--- src/rtl/score_digit_driver.sv ---
// score_digit_driver: saturating score counter, sequential double-dabble
// binary-to-BCD engine, frame-synchronous digit publish and a registered
// per-pixel glyph-cell lookup for a shared number renderer.
// Optional feature macro: LEADING_ZERO_BLANK_EN (leading-zero suppression on oBlank).

// One glyph cell: constant-bound X window compare plus its fixed X origin.
module score_digit_cell #(
  parameter int START_X    = 332,
  parameter int CHAR_WIDTH = 24,
  parameter int K          = 0
) (
  input  logic [9:0] iX,
  output logic       oHit,
  output logic [9:0] oX0
);
  localparam logic [10:0] LO = 11'(START_X + K * CHAR_WIDTH);
  localparam logic [10:0] HI = 11'(START_X + (K + 1) * CHAR_WIDTH - 1);

  assign oHit = ({1'b0, iX} >= LO) && ({1'b0, iX} <= HI);
  assign oX0  = LO[9:0];
endmodule

module score_digit_driver #(
  parameter int DIGITS      = 4,
  parameter int SCORE_W     = 14,
  parameter int START_X     = 332,
  parameter int START_Y     = 427,
  parameter int CHAR_WIDTH  = 24,
  parameter int CHAR_HEIGHT = 48
) (
  input  logic               iVGA_CLK,
  input  logic               iRST_n,
  input  logic               iAdd,
  input  logic [3:0]         iAddVal,
  input  logic               iClear,
  input  logic               iFrameStart,
  input  logic [9:0]         iVGA_X,
  input  logic [9:0]         iVGA_Y,
  output logic [3:0]         oNum,
  output logic [9:0]         oStartX,
  output logic [9:0]         oStartY,
  output logic               oBlank,
  output logic               oBusy,
  output logic [SCORE_W-1:0] oScore
);
  function automatic int pow10(input int n);
    int r;
    r = 1;
    for (int i = 0; i < n; i++) r = r * 10;
    return r;
  endfunction

  localparam int               BCD_W     = 4 * DIGITS;
  localparam int               CW        = $clog2(SCORE_W + 1);
  localparam logic [SCORE_W:0] MAX_SCORE = (SCORE_W + 1)'(pow10(DIGITS) - 1);
  localparam logic [CW-1:0]    CNT_INIT  = CW'(SCORE_W);
  localparam logic [10:0]      Y_LO      = 11'(START_Y);
  localparam logic [10:0]      Y_HI      = 11'(START_Y + CHAR_HEIGHT - 1);
  localparam logic [9:0]       X0        = 10'(START_X);

  localparam logic [1:0] S_IDLE  = 2'd0;
  localparam logic [1:0] S_LOAD  = 2'd1;
  localparam logic [1:0] S_SHIFT = 2'd2;
  localparam logic [1:0] S_DONE  = 2'd3;

  // State; digit arrays are indexed by cell, cell 0 = most significant digit.
  logic [SCORE_W-1:0]          score_q, score_d;
  logic                        dirty_q, dirty_d;
  logic                        pend_q, pend_d;
  logic [1:0]                  state_q, state_d;
  logic [SCORE_W-1:0]          sh_q, sh_d;
  logic [BCD_W-1:0]            bcd_q, bcd_d;
  logic [CW-1:0]               cnt_q, cnt_d;
  logic [DIGITS-1:0][3:0]      shadow_q, shadow_d;
  logic [DIGITS-1:0][3:0]      disp_q, disp_d;
  logic [3:0]                  num_q, num_d;
  logic [9:0]                  sx_q, sx_d;
  logic                        blank_q, blank_d;

  logic [SCORE_W:0]            sum;
  logic                        score_chg;
  logic                        dirty_clr;
  logic                        pend_set;
  logic                        busy;
  logic                        publish;
  logic [BCD_W-1:0]            bcd_adj;
  logic                        row_hit;
  logic [DIGITS-1:0]           cell_hit;
  logic [DIGITS-1:0][9:0]      cell_x0;
  logic [DIGITS-1:0]           cell_blank;

  assign busy    = (state_q != S_IDLE);
  assign publish = iFrameStart & pend_q & ~busy;

  // Score update: clear beats add; the sum is one bit wider so the clamp sees overflow.
  always_comb begin
    sum     = {1'b0, score_q} + {{(SCORE_W - 3){1'b0}}, iAddVal};
    score_d = score_q;
    if (iClear)    score_d = '0;
    else if (iAdd) score_d = (sum > MAX_SCORE) ? MAX_SCORE[SCORE_W-1:0] : sum[SCORE_W-1:0];
    score_chg = (score_d != score_q);
  end

  // Double-dabble correction: every BCD nibble >= 5 gets +3 before the shift.
  always_comb begin
    bcd_adj = '0;
    for (int i = 0; i < DIGITS; i++)
      bcd_adj[4*i +: 4] = (bcd_q[4*i +: 4] >= 4'd5) ? 4'(bcd_q[4*i +: 4] + 4'd3) : bcd_q[4*i +: 4];
  end

  // Conversion FSM: a started conversion always runs to DONE; new changes only re-arm dirty.
  always_comb begin
    state_d   = state_q;
    sh_d      = sh_q;
    bcd_d     = bcd_q;
    cnt_d     = cnt_q;
    shadow_d  = shadow_q;
    dirty_clr = 1'b0;
    pend_set  = 1'b0;
    case (state_q)
      S_IDLE: begin
        if (dirty_q) begin
          dirty_clr = 1'b1;
          state_d   = S_LOAD;
        end
      end
      S_LOAD: begin
        sh_d    = score_q;
        bcd_d   = '0;
        cnt_d   = CNT_INIT;
        state_d = S_SHIFT;
      end
      S_SHIFT: begin
        bcd_d = {bcd_adj[BCD_W-2:0], sh_q[SCORE_W-1]};
        sh_d  = {sh_q[SCORE_W-2:0], 1'b0};
        cnt_d = cnt_q - CW'(1);
        if (cnt_q == CW'(1)) state_d = S_DONE;
      end
      S_DONE: begin
        for (int k = 0; k < DIGITS; k++) shadow_d[k] = bcd_q[4*(DIGITS-1-k) +: 4];
        pend_set = 1'b1;
        state_d  = S_IDLE;
      end
      default: state_d = S_IDLE;
    endcase
  end

  // Dirty/pending bookkeeping and frame-synchronous publish of the shadow digits.
  always_comb begin
    dirty_d = score_chg | (dirty_q & ~dirty_clr);
    pend_d  = pend_q;
    if (pend_set)     pend_d = 1'b1;
    else if (publish) pend_d = 1'b0;
    disp_d = publish ? shadow_q : disp_q;
  end

  // Per-cell X window compares, one instance per digit.
  genvar g;
  generate
    for (g = 0; g < DIGITS; g++) begin : g_cell
      score_digit_cell #(
        .START_X   (START_X),
        .CHAR_WIDTH(CHAR_WIDTH),
        .K         (g)
      ) u_cell (
        .iX  (iVGA_X),
        .oHit(cell_hit[g]),
        .oX0 (cell_x0[g])
      );
    end
  endgenerate

  assign row_hit = ({1'b0, iVGA_Y} >= Y_LO) && ({1'b0, iVGA_Y} <= Y_HI);

`ifdef LEADING_ZERO_BLANK_EN
  // Cell k is blank while every displayed digit up to and including k is zero; last digit always shows.
  always_comb begin
    logic lz_run;
    lz_run     = 1'b1;
    cell_blank = '0;
    for (int k = 0; k < DIGITS; k++) begin
      lz_run        = lz_run & (disp_q[k] == 4'd0);
      cell_blank[k] = lz_run & (k != DIGITS - 1);
    end
  end
`else
  assign cell_blank = '0;
`endif

  // Pixel lookup: cells are disjoint, so at most one hit selects the outputs.
  always_comb begin
    num_d   = 4'd0;
    sx_d    = X0;
    blank_d = 1'b0;
    for (int k = 0; k < DIGITS; k++) begin
      if (row_hit && cell_hit[k]) begin
        num_d   = disp_q[k];
        sx_d    = cell_x0[k];
        blank_d = cell_blank[k];
      end
    end
  end

  // All state registers; synchronous active-low reset discards any conversion in flight.
  always_ff @(posedge iVGA_CLK) begin
    if (!iRST_n) begin
      score_q  <= '0;
      dirty_q  <= 1'b0;
      pend_q   <= 1'b0;
      state_q  <= S_IDLE;
      sh_q     <= '0;
      bcd_q    <= '0;
      cnt_q    <= '0;
      shadow_q <= '0;
      disp_q   <= '0;
      num_q    <= 4'd0;
      sx_q     <= X0;
      blank_q  <= 1'b0;
    end else begin
      score_q  <= score_d;
      dirty_q  <= dirty_d;
      pend_q   <= pend_d;
      state_q  <= state_d;
      sh_q     <= sh_d;
      bcd_q    <= bcd_d;
      cnt_q    <= cnt_d;
      shadow_q <= shadow_d;
      disp_q   <= disp_d;
      num_q    <= num_d;
      sx_q     <= sx_d;
      blank_q  <= blank_d;
    end
  end

  assign oNum    = num_q;
  assign oStartX = sx_q;
  assign oStartY = 10'(START_Y);
  assign oBlank  = blank_q;
  assign oBusy   = busy;
  assign oScore  = score_q;
endmodule

--- config.mk ---
export PLATFORM = sky130hd
export DESIGN_NAME = score_digit_driver
export DESIGN_NICKNAME = d
export VERILOG_FILES = /design/src/rtl/score_digit_driver.sv
export SDC_FILE = /design/constraint.sdc
export NUM_CORES = 1
export LEC_CHECK = 0
export BUFFER_PORTS_ARGS = -buffer_cell sky130_fd_sc_hd__clkbuf_2
export CAP_MARGIN = 20
export CORE_ASPECT_RATIO = 1.2
export CORE_UTILIZATION = 61
export DETAILED_ROUTE_END_ITERATION = 8
export PLACE_DENSITY_LB_ADDON = 0.3
export SYNTH_ARGS = -nofsm -noshare
export SYNTH_HDL_FRONTEND = slang
export SYNTH_HIERARCHICAL = 1
export SYNTH_SLANG_ARGS = --single-unit
--- constraint.sdc ---
create_clock -name iVGA_CLK -period 6.15 [get_ports iVGA_CLK]
set_input_delay 1.23 -clock iVGA_CLK [delete_from_list [all_inputs] [get_ports iVGA_CLK]]
set_output_delay 1.23 -clock iVGA_CLK [all_outputs]
set_load 0.1 [all_outputs]
# Word level (Yosys, flattened, before mapping)
# Cells that the tools add are included.
op_classes:
  eq_ne: 7
  bitwise_logic: 7
  add_sub_neg: 6
  magnitude_cmp: 15
  n_reduce_logical: 16
  n_mux: 25
op_table:
  columns: ["op", "count"]
  rows:
  - ["greater-or-equal comparator 10 x 9 -> 1 bit, second input constant", 5]
  - ["<= comparator 10 x 9 -> 1 bit, second input constant", 5]
  - ["2-to-1 mux 14 bit", 3]
  - ["case mux 16 bit (2 select lines)", 1]
  - ["2-to-1 mux 4 bit", 7]
  - ["case mux 14 bit (2 select lines)", 1]
  - ["greater-or-equal comparator 4 x 3 -> 1 bit, second input constant", 4]
  - ["2-to-1 mux 8 bit", 2]
  - ["adder 14 x 4 -> 15 bit", 1]
  - ["> comparator 15 x 14 -> 1 bit, second input constant", 1]
  - ["!= test 14 bit", 1]
  - ["adder 4 x 2 -> 4 bit, second input constant", 3]
  - ["logical AND 1 bit", 9]
  - ["case mux 2 bit (4 select lines)", 1]
  - ["case mux 4 bit (2 select lines)", 1]
  - ["2-to-1 mux 6 bit", 1]
  - ["nonzero test 2 bit", 3]
  - ["2-to-1 mux 1 bit", 5]
  - ["equality test 2 bit, second input constant", 2]
  - ["equality test 4 x 1 -> 1 bit, second input constant", 1]
  - ["2-to-1 mux 2 bit", 2]
  - ["!= test 2 bit, second input constant", 2]
  - ["subtractor 4 x 1 -> 4 bit, second input constant", 1]
  - ["adder 3 x 2 -> 3 bit, second input constant", 1]
  - ["9 further kinds", 13]
totals:
  wordCells: 95
  input_bits: 29
  out_inout_bits: 40
  register_bits: 98

# Longest topological paths before layout
logic_depth:
  ltp_word: 7
  depth_mapped: 12
  ltp_nobuf: 11

# Cells and area by module
# The synthesis kept the hierarchy.
by_module_without_submodules:
  columns: ["module", "n_inst", "area_per_inst_um2", "cells_per_inst"]
  rows:
  - ["score_digit_driver", 1, 5296.3, 658]
  - ["score_digit_cell (g_cell[2].u_cell)", 1, 128.9, 19]
  - ["score_digit_cell (g_cell[0].u_cell)", 1, 123.9, 17]
  - ["score_digit_cell (g_cell[3].u_cell)", 1, 121.4, 17]
  - ["score_digit_cell (g_cell[1].u_cell)", 1, 115.1, 16]

# Least setup slack after synthesis
# OpenSTA, ideal clock, no wires.
synth_timing:
  path_type: "input -> register"
  start: "in iAddVal[0]"
  end: "reg dirty_q"
  setup_slack_ps: 2436
  arrival_ps: 3640
  setup_ps: 74
  cell_stages: 11
  required_time_ps: 6076
  cell_sequence: "ha_1 > inv_1 > fa_1 > nand2b_1 > a211oi_4 > xnor2_1 > a2111o_1 > o22ai_4 > a211oi_1 > o311a_1 > a31oi_1"
synth_via:
  elab_chain_cells: 7
synth_lines:
  columns: ["element", "line", "source"]
  rows:
  - ["from (decl)", "34", "input logic [3:0] iAddVal,"]
  - ["adder 14 x 4 -> 15 bit *", "97", "sum = {1'b0, score_q} + {{(SCORE_W - 3){1'b0}}, iAddVal};"]
  - ["> comparator 15 x 14 -> 1 bit", "100", "else if (iAdd) score_d = (sum > MAX_SCORE) ? MAX_SCORE[SCORE_W-1:0] : sum[SCORE_W-1:0];"]
  - ["2-to-1 mux 14 bit * (2 in a row)", "100", null]
  - ["2-to-1 mux 14 bit *", "99", "if (iClear) score_d = '0;"]
  - ["!= test 14 bit *", "101", "score_chg = (score_d != score_q);"]
  - ["OR 1 bit *", "150", "dirty_d = score_chg | (dirty_q & ~dirty_clr);"]
  - ["to (signal assigned)", "221", "dirty_q <= dirty_d;"]
  - ["to (decl)", "68", "logic dirty_q, dirty_d;"]
# Every way passes the cells marked *; elsewhere a longest branch is shown, timed or not.
# A chain may end at the register's enable or synchronous reset.

# Worst setup path in the final report
layout_timing:
  start: "in iAddVal[0]"
  end: "reg score_q[13] (netlist: oScore[13])"
layout_via:
  elab_chain_cells: 5
layout_lines:
  columns: ["element", "line", "source"]
  rows:
  - ["adder 14 x 4 -> 15 bit *", "97", null]
  - ["> comparator 15 x 14 -> 1 bit", "100", null]
  - ["2-to-1 mux 14 bit * (2 in a row)", "100", null]
  - ["2-to-1 mux 14 bit *", "99", null]
  - ["to (signal assigned)", "220", "score_q <= score_d;"]
  - ["to (decl)", "67", "logic [SCORE_W-1:0] score_q, score_d;"]
# Marks and branches as above.

==> impl.org <==
** Yosys
- Most numerous cell in the Yosys netlist :: sky130_fd_sc_hd__dfxtp_1
- Of all cell types, the one taking the most synthesized area is sky130_fd_sc_hd__dfxtp_1.
- Of all flip-flops after synthesis, the portion carrying an async set or reset was 0%.
- Number of synthesized register bits :: 98
- During synthesis, Yosys emitted a total of 6 warnings.
- Biggest area contributors in the synthesized netlist :: sky130_fd_sc_hd__dfxtp_1 34%, sky130_fd_sc_hd__buf_4 6.6%, sky130_fd_sc_hd__nand2_1 5.5%, sky130_fd_sc_hd__nor2_1 5.4%, sky130_fd_sc_hd__mux2i_1 5.4%
- After synthesis, flip-flops and latches occupy 33.91% of the total area.
- Cells after Synth :: 727
- In this run the biggest area consumer among cell types represents 33.91% of the synthesized area.
- After synthesis the cells add up to 0.005786 mm².
- Averaged over all synthesized cells, the footprint is 7.958 µm².
- Ys flop type :: sky130_fd_sc_hd__dfxtp_1
- Most instantiated cells after synthesis :: 98 x sky130_fd_sc_hd__dfxtp_1, 85 x sky130_fd_sc_hd__nand2_1, 84 x sky130_fd_sc_hd__nor2_1
- In this run, synthesis inferred 0 flip-flops with an integrated enable.
- Number of distinct library cells after synthesis :: 81

** Timing
- Max-Slew Margin vs Limit :: 32.02%
- Time the final worst path needs with I/O delays and setup :: 4.047 ns
- Setup repair after global routing left no endpoint under its margin.
- Summed over all failing endpoints, the final setup total negative slack is 0 ns.
- Final period util :: 65.80%
- Slew at the pin closest to its max-slew limit :: 1.020 ns
- Across the routed clock network, the largest skew measured is approximately 0.0074 ns.
- Setup violations remaining at the end of the flow were counted as 0.
- Final Max Tran Viols :: 0
- Highest clock frequency the design can meet :: 0.2471 GHz
- Hold Violations, Final :: 0

** Finish
- The post-route netlist has 12.65% of its cells at a drive strength greater than 1.
- Fill cells in the final layout number 780.
- In the final design database the tool counted 793 nets.
- Layout-stage area growth over the synthesis result :: 4.066%
- Inserted Diodes :: 0
- Cells fill approximately two thirds of the core in the end.

** Run status
- Status :: finished clean

** Route
- Dividing the detail-routed via count by the number of cells gives 5.819.
- After the first detailed-routing iteration, the DRC count stood at 262.
- Summing over every cut layer, the via total after detailed routing is a little over 5000.
- The routed design has 13360 µm of wire.
- DRC violations left :: 0
- Once detail routing completed, the nets flagged for antenna violations numbered 0.
- WL/cell :: approximately 15 µm
- DR pass1 iterations :: 5

** Power and ir drop
- Maximum VDD drop :: 0.1621 mV
- Summed over all cells, the static leakage comes to approximately 2.2 nW.
- In this run the power density over the cells is between 200 and 300 mW/mm².

** Clocking
- Hold repair after CTS inserted 0 buffers.
- The H-tree was split into 3 levels.
- The clock reaches the later pin of the worst-skew pair after between 0.3 and 0.4 ns.
- CTS clock-pin slew for the worst setup and hold paths :: 0.09 ns
- Number of buffers added by the clock tree synthesis step :: 9
- CTS Root Cell :: sky130_fd_sc_hd__clkbuf_8
- Post-CTS setup buffer count :: 0
- CTS tree :: yes
- The clock passes through at most 2 buffers.
- Clock Sink Count :: 98
- Gates resized during post-CTS repair numbered 0.

** Die
- The die is 108.7 µm tall.
- From left edge to right edge, the die measures 90.91 µm.
- Initial Util :: 63.38%
- Core region area :: 0.009129 mm²
- Die Outline Area :: 0.009880 mm²
- 69 I/O pins were placed.
- Number of cell rows :: 38

** Global routing
- Overflow left after global routing :: 0
- Global-route wire length before repair :: 21970 µm
- Overall routing resource usage :: 27.56%
- The initial antenna violation count was 0.
- The number of global-route vias before repair was around 5000.
- Entering global routing, the biggest net connects 44 pins.

** Worst setup path
- For the worst setup path, the data required time is 6.42 ns.
- Critical path fanouts, max :: 17
- Arrival time of data at the critical path endpoint :: ~4.3 ns
- The worst setup path is captured at a flip-flop.
- The worst setup path is launched from an input port.
- The worst setup path is of the in -> reg kind.

** Place
- During placement, the flow inserted port buffers numbering 55.
- Last weighted congestion value of the routability-driven placer :: 0.9581
- Once detailed placement completed, the half-perimeter wirelength came to 9499 µm.

** Job
- Across the run, the number of max-cap violations was 0.

** Min path
- Worst hold path type :: reg -> reg
-- where the power goes --
group          internal, mW  total (mW)  switching (mW)
Combinational         0.141       0.448           0.307
Sequential            0.691       0.728          0.0366
Clock                 0.163       0.398           0.235
-- kinds of logic (layout without fill, tap and decap cells) --
logic type      count (synthesis)  count (layout)  synth area share [%]
simple gates                  261             261                 21.60
compound gates                181             181                 21.43
buf+inv                       117             100                 11.27
flops                          98              98                 33.91
mux                            33              33                 5.753
fa+ha+maj                      18              18                 4.022
other cells                    10              51                0.6489
xor+xnor                        9               9                 1.362
-- cell usage in the layout, fill, tap and decap left out, drive strengths merged, types with 5 or more instances in the layout --
cell type / n
nand3: 14
xnor2: 5
nor2: 84
nand2: 85
ha: 17
a221oi: 10
conb: 51
o21ai: 27
a21oi: 60
o22ai: 10
inv: 27
or3: 12
mux2i: 31
a211oi: 18
nor3: 6
o21a: 5
nand2b: 12
dfxtp: 98
and3: 8
a311oi: 5
and2: 13
clkbuf: 65
-- metal layers --
metal | up-vias | global-route usage (%) | part of all wire [%]
li1 | 2495 | - | -
met1 | 2370 | 30.94 | 41
met2 | 176 | 51.03 | 52
met3 | 27 | 4.393 | 4.9
met4 | 0 | 13.27 | 2.4
met5 | - | 0 | 0
-- per-stage QoR --
stage	area (µm²)	setup WS [ns]	std cells	hold WS (ns)	total power [mW]
6_report	6021	2.103	871	0.4653	1.574
5_1_grt	6021	1.943	871	0.4781	1.656
4_1_cts	6021	2.143	871	0.4597	1.578
3_5_place_dp	5833	1.772	855	0.4473	1.186
3_3_place_gp	5833	1.804	855	0.4405	1.162
2_1_floorplan	5939	2.436	768	0.4312	1.118
-- critical path, cell delays in order --
cell and delay [ns]:
sky130_fd_sc_hd__clkbuf_2 0.09, sky130_fd_sc_hd__ha_1 0.18, sky130_fd_sc_hd__inv_1 0.06, sky130_fd_sc_hd__fa_1 0.38, sky130_fd_sc_hd__nand2b_1 0.25, sky130_fd_sc_hd__a211oi_4 0.42
sky130_fd_sc_hd__xnor2_1 0.13, sky130_fd_sc_hd__a2111o_1 0.52, sky130_fd_sc_hd__o22ai_4 0.42, sky130_fd_sc_hd__nor2_1 0.28, sky130_fd_sc_hd__a311oi_1 0.34
-- path summary, 6_finish.rpt --
kind,slack (ns),to,depth (start not counted),from
setup / recovery,2.10,oScore[13],11,iAddVal[0]
hold / removal,0.47,disp_q[7],2,shadow_q[7]
setup reg to reg,2.51,oScore[13],10,oScore[0]
hold reg to reg,0.47,disp_q[7],2,shadow_q[7]
-- area by class of cell --
type                       count  area [µm²]  share of cell area [%]
clock inverter                 6       50.05                  0.8313
tap                          120       150.1                   2.494
inverter                      26       97.59                   1.621
sequential                    98        1962                   32.59
timing repair buffer          58       297.8                   4.946
clock buffer                  10       137.6                   2.286
multi-input combinational    553        3326                   55.24
-- registers in the layout, summed over array words and instances (netlist names) --
signal	flops
bcd_q	16
cnt_q	4
dirty_q	1
disp_q	16
oNum	4
oScore	14
oStartX	10
pend_q	1
sh_q	14
shadow_q	16
state_q	2
(Power assumes the default switching activity.)
